--- src/rtl/gpu_types_pkg.sv ---
// rtl/gpu_types_pkg.sv - warp-control request structs, barrier entry type and reset constants
package gpu_types;

    localparam int GPU_NUM_WARPS    = 4;
    localparam int GPU_NUM_THREADS  = 4;
    localparam int GPU_NUM_BARRIERS = 4;
    localparam int GPU_NW_BITS      = $clog2(GPU_NUM_WARPS);
    localparam int GPU_NB_BITS      = $clog2(GPU_NUM_BARRIERS);

    localparam logic [GPU_NUM_THREADS-1:0] WCTL_RESET_TMASK = 1;

    typedef struct packed {
        logic                       valid;
        logic [GPU_NUM_THREADS-1:0] tmask;
    } gpu_tmc_t;

    typedef struct packed {
        logic                     valid;
        logic [GPU_NUM_WARPS-1:0] wmask;
        logic [31:0]              pc;
    } gpu_wspawn_t;

    typedef struct packed {
        logic                   valid;
        logic [GPU_NB_BITS-1:0] id;
        logic [GPU_NW_BITS-1:0] size_m1;
    } gpu_barrier_t;

    typedef struct packed {
        logic                       valid;
        logic                       diverged;
        logic [GPU_NUM_THREADS-1:0] then_tmask;
    } gpu_split_t;

    typedef struct packed {
        logic [GPU_NW_BITS-1:0]   count;
        logic [GPU_NUM_WARPS-1:0] mask;
    } wctl_bar_entry_t;

endpackage

--- src/rtl/vx_warp_ctl_unit_barrier.sv ---
// rtl/vx_warp_ctl_unit_barrier.sv - vx_barrier_table: per-ID arrival count and waiting mask
module vx_barrier_table
    import gpu_types::*;
(
    input  logic                     clk,
    input  logic                     reset_n,
    input  logic                     valid_i,
    input  gpu_barrier_t             req_i,
    input  logic [GPU_NW_BITS-1:0]   wid_i,
    output logic [GPU_NUM_WARPS-1:0] release_mask_o,
    output logic [GPU_NUM_WARPS-1:0] stall_set_o
);

    localparam logic [GPU_NW_BITS-1:0] COUNT_ONE = 1;

    wctl_bar_entry_t [GPU_NUM_BARRIERS-1:0] entry_q, entry_d;

    always_comb begin
        entry_d        = entry_q;
        release_mask_o = '0;
        stall_set_o    = '0;
        if (valid_i && req_i.valid) begin
            // The last arriver releases everyone already waiting and never stalls itself.
            if (entry_q[req_i.id].count == req_i.size_m1) begin
                release_mask_o    = entry_q[req_i.id].mask;
                entry_d[req_i.id] = '0;
            end else begin
                entry_d[req_i.id].mask[wid_i] = 1'b1;
                entry_d[req_i.id].count       = entry_q[req_i.id].count + COUNT_ONE;
                stall_set_o[wid_i]            = 1'b1;
            end
        end
    end

    always_ff @(posedge clk or negedge reset_n) begin
        if (!reset_n) begin
            entry_q <= '0;
        end else begin
            entry_q <= entry_d;
        end
    end

endmodule

--- src/rtl/vx_warp_ctl_unit.sv ---
// rtl/vx_warp_ctl_unit.sv - warp-control receiver: active/thread masks, barriers, spawn pulse
// Barrier table and stall tracking only exist when WCTL_BARRIER_EN is defined.
module vx_warp_ctl_unit
    import gpu_types::*;
#(
    parameter int NUM_WARPS   = GPU_NUM_WARPS,
    parameter int NUM_THREADS = GPU_NUM_THREADS
) (
    input  logic                                   clk,
    input  logic                                   reset_n,
    input  logic                                   warp_ctl_valid,
    input  logic [GPU_NW_BITS-1:0]                 warp_ctl_wid,
    input  gpu_tmc_t                               warp_ctl_tmc,
    input  gpu_wspawn_t                            warp_ctl_wspawn,
    input  gpu_barrier_t                           warp_ctl_barrier,
    input  gpu_split_t                             warp_ctl_split,
    output logic [NUM_WARPS-1:0]                   active_warps,
    output logic [NUM_WARPS-1:0]                   stalled_warps,
    output logic [NUM_WARPS-1:0][NUM_THREADS-1:0]  thread_masks,
    output logic                                   spawn_valid,
    output logic [NUM_WARPS-1:0]                   spawn_wmask,
    output logic [31:0]                            spawn_pc
);

    localparam logic [NUM_THREADS-1:0] RESET_TMASK = NUM_THREADS'(WCTL_RESET_TMASK);

    logic [NUM_WARPS-1:0]                  active_q, active_d;
    logic [NUM_WARPS-1:0][NUM_THREADS-1:0] tmask_q, tmask_d;
    logic                                  spawn_valid_q, spawn_valid_d;
    logic [NUM_WARPS-1:0]                  spawn_wmask_q, spawn_wmask_d;
    logic [31:0]                           spawn_pc_q, spawn_pc_d;

    logic [NUM_WARPS-1:0] wid_oh;
    logic [NUM_WARPS-1:0] spawn_m;
    logic                 spawn_fire;

    always_comb begin
        active_d             = active_q;
        tmask_d              = tmask_q;
        wid_oh               = '0;
        wid_oh[warp_ctl_wid] = 1'b1;
        spawn_m              = NUM_WARPS'(warp_ctl_wspawn.wmask) & ~wid_oh;
        spawn_fire           = warp_ctl_valid && warp_ctl_wspawn.valid;

        if (warp_ctl_valid) begin
            if (warp_ctl_split.valid && warp_ctl_split.diverged) begin
                tmask_d[warp_ctl_wid] = NUM_THREADS'(warp_ctl_split.then_tmask);
            end
            // tmc is evaluated after split so it overrides a same-cycle divergence.
            if (warp_ctl_tmc.valid) begin
                if (warp_ctl_tmc.tmask != '0) begin
                    tmask_d[warp_ctl_wid] = NUM_THREADS'(warp_ctl_tmc.tmask);
                end else begin
                    active_d[warp_ctl_wid] = 1'b0;
                end
            end
        end

        // spawn_m excludes wid, so this never fights the tmc update above.
        for (int w = 0; w < NUM_WARPS; w++) begin
            if (spawn_fire && spawn_m[w]) begin
                active_d[w] = 1'b1;
                tmask_d[w]  = RESET_TMASK;
            end
        end

        spawn_valid_d = spawn_fire;
        spawn_wmask_d = spawn_fire ? spawn_m : '0;
        spawn_pc_d    = spawn_fire ? warp_ctl_wspawn.pc : '0;
    end

    always_ff @(posedge clk or negedge reset_n) begin
        if (!reset_n) begin
            active_q      <= NUM_WARPS'(1);
            tmask_q       <= '0;
            tmask_q[0]    <= RESET_TMASK;
            spawn_valid_q <= 1'b0;
            spawn_wmask_q <= '0;
            spawn_pc_q    <= '0;
        end else begin
            active_q      <= active_d;
            tmask_q       <= tmask_d;
            spawn_valid_q <= spawn_valid_d;
            spawn_wmask_q <= spawn_wmask_d;
            spawn_pc_q    <= spawn_pc_d;
        end
    end

    assign active_warps = active_q;
    assign thread_masks = tmask_q;
    assign spawn_valid  = spawn_valid_q;
    assign spawn_wmask  = spawn_wmask_q;
    assign spawn_pc     = spawn_pc_q;

`ifdef WCTL_BARRIER_EN
    logic [GPU_NUM_WARPS-1:0] release_mask;
    logic [GPU_NUM_WARPS-1:0] stall_set;
    logic [NUM_WARPS-1:0]     stalled_q, stalled_d;

    vx_barrier_table u_barrier_table (
        .clk            (clk),
        .reset_n        (reset_n),
        .valid_i        (warp_ctl_valid),
        .req_i          (warp_ctl_barrier),
        .wid_i          (warp_ctl_wid),
        .release_mask_o (release_mask),
        .stall_set_o    (stall_set)
    );

    always_comb begin
        stalled_d = (stalled_q & ~NUM_WARPS'(release_mask)) | NUM_WARPS'(stall_set);
    end

    always_ff @(posedge clk or negedge reset_n) begin
        if (!reset_n) begin
            stalled_q <= '0;
        end else begin
            stalled_q <= stalled_d;
        end
    end

    assign stalled_warps = stalled_q;
`else
    logic unused_barrier;
    assign unused_barrier = ^warp_ctl_barrier;
    assign stalled_warps  = '0;
`endif

endmodule

--- config.mk ---
export PLATFORM = sky130hd
export DESIGN_NAME = vx_warp_ctl_unit
export DESIGN_NICKNAME = d
export VERILOG_FILES = /design/src/rtl/gpu_types_pkg.sv /design/src/rtl/vx_warp_ctl_unit_barrier.sv /design/src/rtl/vx_warp_ctl_unit.sv
export SDC_FILE = /design/constraint.sdc
export NUM_CORES = 1
export LEC_CHECK = 0
export ABC_AREA = 1
export BUFFER_PORTS_ARGS = -buffer_cell sky130_fd_sc_hd__buf_2
export CAP_MARGIN = 5
export CORE_AREA = 2 2 70 89
export DETAILED_ROUTE_END_ITERATION = 16
export DIE_AREA = 0 0 72 91
export GPL_TIMING_DRIVEN = 0
export PLACE_DENSITY = 0.85
export RECOVER_POWER = 100
export SLEW_MARGIN = 5
export SYNTH_ARGS = -nofsm -noshare
export SYNTH_HDL_FRONTEND = slang
export SYNTH_HIERARCHICAL = 1
export SYNTH_SLANG_ARGS = --single-unit
export TNS_END_PERCENT = 1
--- constraint.sdc ---
create_clock -name clk -period 1 [get_ports clk]
set_input_delay 0.2 -clock clk [delete_from_list [all_inputs] [get_ports clk]]
set_output_delay 0.2 -clock clk [all_outputs]
set_load 0.03 [all_outputs]
; ---- Word level (Yosys, flattened, before mapping)
; Index checks and enable logic that the tools add are counted.
[totals]
latchBits = 0
word_cells = 64
ram_bits = 0
inputBits = 58
romBits = 0
register_bits = 57
out_inout_bits = 61
n_memories = 0
[classes]
n_eq_ne = 4
n_shift = 0
n_bitwise = 3
n_addsub = 0
muxes = 24
order_cmp = 2
div_mod_pow = 0
mul = 0
n_reduce_logical = 20
[op_table]
columns = operator, count
row1 = 2-to-1 mux 16 bit, 5
row2 = 2-to-1 mux 4 bit, 9
row3 = bitwise mux 16 bit, 2
row4 = 2-to-1 mux 32 bit, 1
row5 = nonzero test 2 bit, 8
row6 = AND reduction 3 bit, 4
row7 = AND 4 bit, 2
row8 = demux 4 bit (select 2 bit), 1
row9 = inequality test 2 x 1 -> 1 bit (second input constant), 4
row10 = logical AND 1 bit, 7
row11 = 2-to-1 mux 1 bit, 5
row12 = NOT 4 bit, 1
row13 = nonzero test 4 bit, 1
row14 = less-than comparator 2 x 3 -> 1 bit (second input constant), 1
row15 = demux 1 bit (select 2 bit), 1
row16 = greater-or-equal comparator 2 x 1 -> 1 bit (second input constant), 1

; ---- Logic depth before layout (Yosys ltp)
[logic_depth]
ltp_word = 12
depth_mapped = 8
ltp_nobuf = 8

; ---- Worst setup path before layout
; No wires, ideal clock.
[synth_timing]
path_kind = input to register
start = input warp_ctl_valid
end = register active_q[1], in the netlist active_warps[1]
stages = 5
arrival_time_ns = 0.892
slack_ns = -0.024
required_ns = 0.868
path_cell_list = buf_2 > inv_1 > buf_4 > nor3_2 > a21oi_1
[synth_between]
elab_chain_len = 4
elab_cells_between_ends = 7
cone_classes = eq/ne: 1 / mux: 1 / reduce/logical: 5
[synth_lines]
columns = item, line
row1 = from (decl), vx_warp_ctl_unit.sv:11  ; input logic warp_ctl_valid,
row2 = logical AND 1 bit, vx_warp_ctl_unit.sv:43  ; spawn_fire = warp_ctl_valid && warp_ctl_wspawn.valid;
row3 = logical AND 1 bit, vx_warp_ctl_unit.sv:61  ; if (spawn_fire && spawn_m[w]) begin
row4 = inequality test 2 x 1 -> 1 bit (no line) / nonzero test 2 bit (equally long branches), --
row5 = AND reduction 3 bit (no line), --
row6 = to (signal assigned), vx_warp_ctl_unit.sv:81  ; active_q <= active_d;
row7 = to (decl), vx_warp_ctl_unit.sv:27  ; logic [NUM_WARPS-1:0] active_q, active_d;
; Several ways; a longest one is shown, not always the timed one.
; A chain may end at the register's enable or synchronous reset.

; ---- Worst setup path in the final report
[layout_timing]
start = register active_q[0], in the netlist active_warps[0]
end = output active_warps[0]
[layout_lines]
columns = item, line
row1 = to (decl), vx_warp_ctl_unit.sv:17  ; output logic [NUM_WARPS-1:0] active_warps,
; No word-level cell between the ends.

==> run_results.csv <==
group,metric,value,unit
status,outcome,"finished with violations",
status,violations,"hold timing, setup timing",
cells_and_area,syn_to_final_growth,47.3,%
cells_and_area,diodes,0,
sta,tightest_slew,0.752,ns
detailed_routing,antenna_left,0,
die,fp.dieH,91,um
sta,period_needed,1.22,ns
detailed_routing,drtPass1Iterations,4,
synth,avgSynthCellArea,7.82,um^2
power,power.leakage,0.00220,uW
clock_network,cts.clk_slew.worst_paths,0.07,ns
synth,dominantRegCellSynth,"dfrtp_1",
detailed_routing,wl,6.64,mm
die,initial_core_util,45.7,%
synth,synth_edf_count,0,
critical_path,crit_end,"active_warps[0]",
clock_network,cts_root_buffer,"clkbuf_8",
sta,period_share,122,%
synth,synthArstFlopShare,100,%
die,core_area,5700,um^2
cells_and_area,drive_gt1_share,33.2,%
critical_path,critPathSlowestCell,"dfstp_2",
sta,finalHoldViolCount,55,
synth,yosys_warnings,6,
critical_path,end_kind,"output pin",
sta,finalClockSkew,0,ns
sta,slew_violations,0,
critical_path,r2r-end,"thread_masks[0]",
clock_network,clkLatencyLatePin,0.35,ns
cells_and_area,design_area,3840,um^2
place,place_hpwl,4.76,mm
sta,whs,-0.0594,ns
sta,setup_violations,73,
critical_path,timing.rr.start,"thread_masks[0]",
synth,ys_types,19,
place,place_ws,-0.358,ns
global_routing,grt_pass1_vias,2468,
detailed_routing,drc,0,
synth,synthTopCellsByArea,"dfrtp_1, nand2_1, nor2_1",
place,place_inst,510,
critical_path,crit_fanout,2,
place,placed_area,3250,um^2
place,gp_congestion,0.950,
detailed_routing,avgRoutedWirePerCell,12.6,um
global_routing,grt_start_max_net_pins,58,
power,vdd_drop_max,1.40,mV
cells_and_area,nets,514,
worst_hold_path,hp-class,"primary input to asynchronous set/reset pin",
detailed_routing,vias,2481,
clock_network,cts-htree-levels,3,
critical_path,crit_path_start,"active_warps[0]",
clock_network,numCtsBuffers,9,
synth,yosysTopAreaCellShare,52.8,%
critical_path,cp_data_required_time,0.80,ns
critical_path,start_kind,"register",
cells_and_area,stdcell_count,527,
critical_path,cpPeakStageDelay,0.54,ns
sta,fmax,0.819,GHz
critical_path,crit_family,"flip-flops",
synth,yosysSeqAreaShare,54.9,%
run,maxCapViolCount,0,
critical_path,cp.depth,1,
clock_network,cts_hold_buf,0,
sta,setup-tns-final,-5.27,ns
die,io_pins,119,
power,power_density,1700,nW/um^2
critical_path,crit_path_cell_trace,"buf_6",
critical_path,worstPathBufferInverterCount,1,
place,io_buffers,108,
detailed_routing,drt_iter0_markers,143,
die,die_area,6550,um^2
clock_network,cts_tree,"done",
cells_and_area,register_area,1430,um^2
clock_network,clock-sinks,57,
sta,rsz0062_at_grt,"true",
synth,synth-seq-cells,57,
cells_and_area,multi_input_area,926,um^2
global_routing,grt_first_pass_wirelength,11.0,mm
detailed_routing,vias_per_cell,4.71,
synth,syn_inst,333,
cells_and_area,n_fill_cell,438,
global_routing,grt_usage,21.9,%
die,die_w,72,um
critical_path,worst-setup-path-type,"register to output pin",
synth,syn_area,2600,um^2
global_routing,gr-total-overflow,0,
synth,post-synth-top-area-cell,"dfrtp_1",
global_routing,grt_antenna_before_repair,0,
sta,worst_slack,-0.221,ns
critical_path,cp.arrival,1.02,ns
sta,relSlewSlack,49.9,%
critical_path,regToRegSetupSlack,-0.03,ns
critical_path,rr_worst_depth,5,
die,rows,31,
clock_network,cts_max_path_buffers,2,
## timing repair
item,CTS,global route
buffers inserted,1,0
setup endpoints to repair,57,61
pin swaps,0,0
hold endpoints to repair,0,55
gates resized for setup,115,1
cloned,0,0
## power by group
part | total (uW) | leakage, uW | internal [uW] | switching (uW)
clock network | 2400 | 0.000103 | 1410 | 988
registers | 2640 | 0.000736 | 2490 | 143
logic | 1500 | 0.00136 | 616 | 885
total | 6530 | 0.00220 | 4520 | 2020
## Yosys cell counts, types with 3 or more instances
| cell | n |
|---|---|
| nand2_1 | 97 |
| dfrtp_1 | 55 |
| clkinv_1 | 6 |
| nand2_2 | 3 |
| inv_1 | 48 |
| a21oi_1 | 8 |
| nor2_2 | 9 |
| nor2_4 | 3 |
| buf_2 | 3 |
| buf_4 | 5 |
| nand3_1 | 33 |
| nor2_1 | 52 |
| clkbuf_1 | 3 |
## how the worst min path moves through the flow
stage	slack, ns	startpoint	cells after the start	to
3_5_place_dp	0.41	warp_ctl_wspawn[2]	3	spawn_pc[2]
4_1_cts	0.04	warp_ctl_wspawn[15]	3	spawn_pc[15]
3_3_place_gp	0.41	warp_ctl_wspawn[25]	3	spawn_pc[25]
5_1_grt	0.002	reset_n	1	active_warps[2]
6_report	-0.06	reset_n	1	active_warps[2]
2_1_floorplan	-0.1	reset_n	0	active_warps[1]
## through the flow
| stage | utilization (%) | total power, uW | hold slack (ns) |
|---|---|---|---|
| after CTS | 67.2 | 6580 | 0.0418 |
| after global routing | 67.3 | 6840 | 0.00219 |
| final | 67.3 | 6530 | -0.0594 |
| after floorplan | - | 3460 | -0.0956 |
| after global placement | 56.9 | 3880 | 0.409 |
| after detailed placement | 56.9 | 3910 | 0.413 |
## sequential cells by signal (all words and copies together), names as in the netlist
name,cells
active_warps,4
spawn_pc,32
spawn_valid,1
spawn_wmask,4
thread_masks,16
## placed cells by master (no fill, tap or decap)
cell        count
a21oi_2         1
nor2_4          3
inv_1          48
conb_1          4
nor2_1         52
buf_2          52
nand2_1        96
clkbuf_4        1
nand2_2         4
o21bai_1        1
dfrtp_1        55
clkbuf_1        5
nor3_4          1
clkinvlp_4      2
clkbuf_8        9
inv_2           2
buf_6          57
dfstp_2         2
a21oi_1         7
nand3b_1        1
nand3_1        33
bufinv_16       2
clkinv_1        6
buf_4           6
nor2_2          9
clkinv_4        2
## metal layers
| layer | global-route usage (%) | vias to the layer above | part of all wire, % |
|---|---|---|---|
| met4 | 13.2 | 0 | 3.5 |
| met1 | 22.6 | 1129 | 37 |
| li1 | - | 1230 | - |
| met3 | 6.77 | 17 | 7.3 |
| met5 | 0 | - | 0 |
| met2 | 37.9 | 105 | 52 |
## final cells by class
type / instances / share of cell area (%)
plain buffers: 11 / 1.63
clock buffers: 10 / 3.33
clock inverters: 6 / 2.41
inverters: 56 / 5.48
multi-input cells: 212 / 24.1
flip-flops and latches: 57 / 37.2
well taps: 66 / 2.15
repair buffers: 109 / 23.6
## logic make-up after synthesis
logic type      share of synthesized area (%)
compound gates                           1.83
buf+inv                                  10.5
flops                                    54.9
other cells                             0.144
simple gates                             32.7
Power figures use the tool's default switching activity.
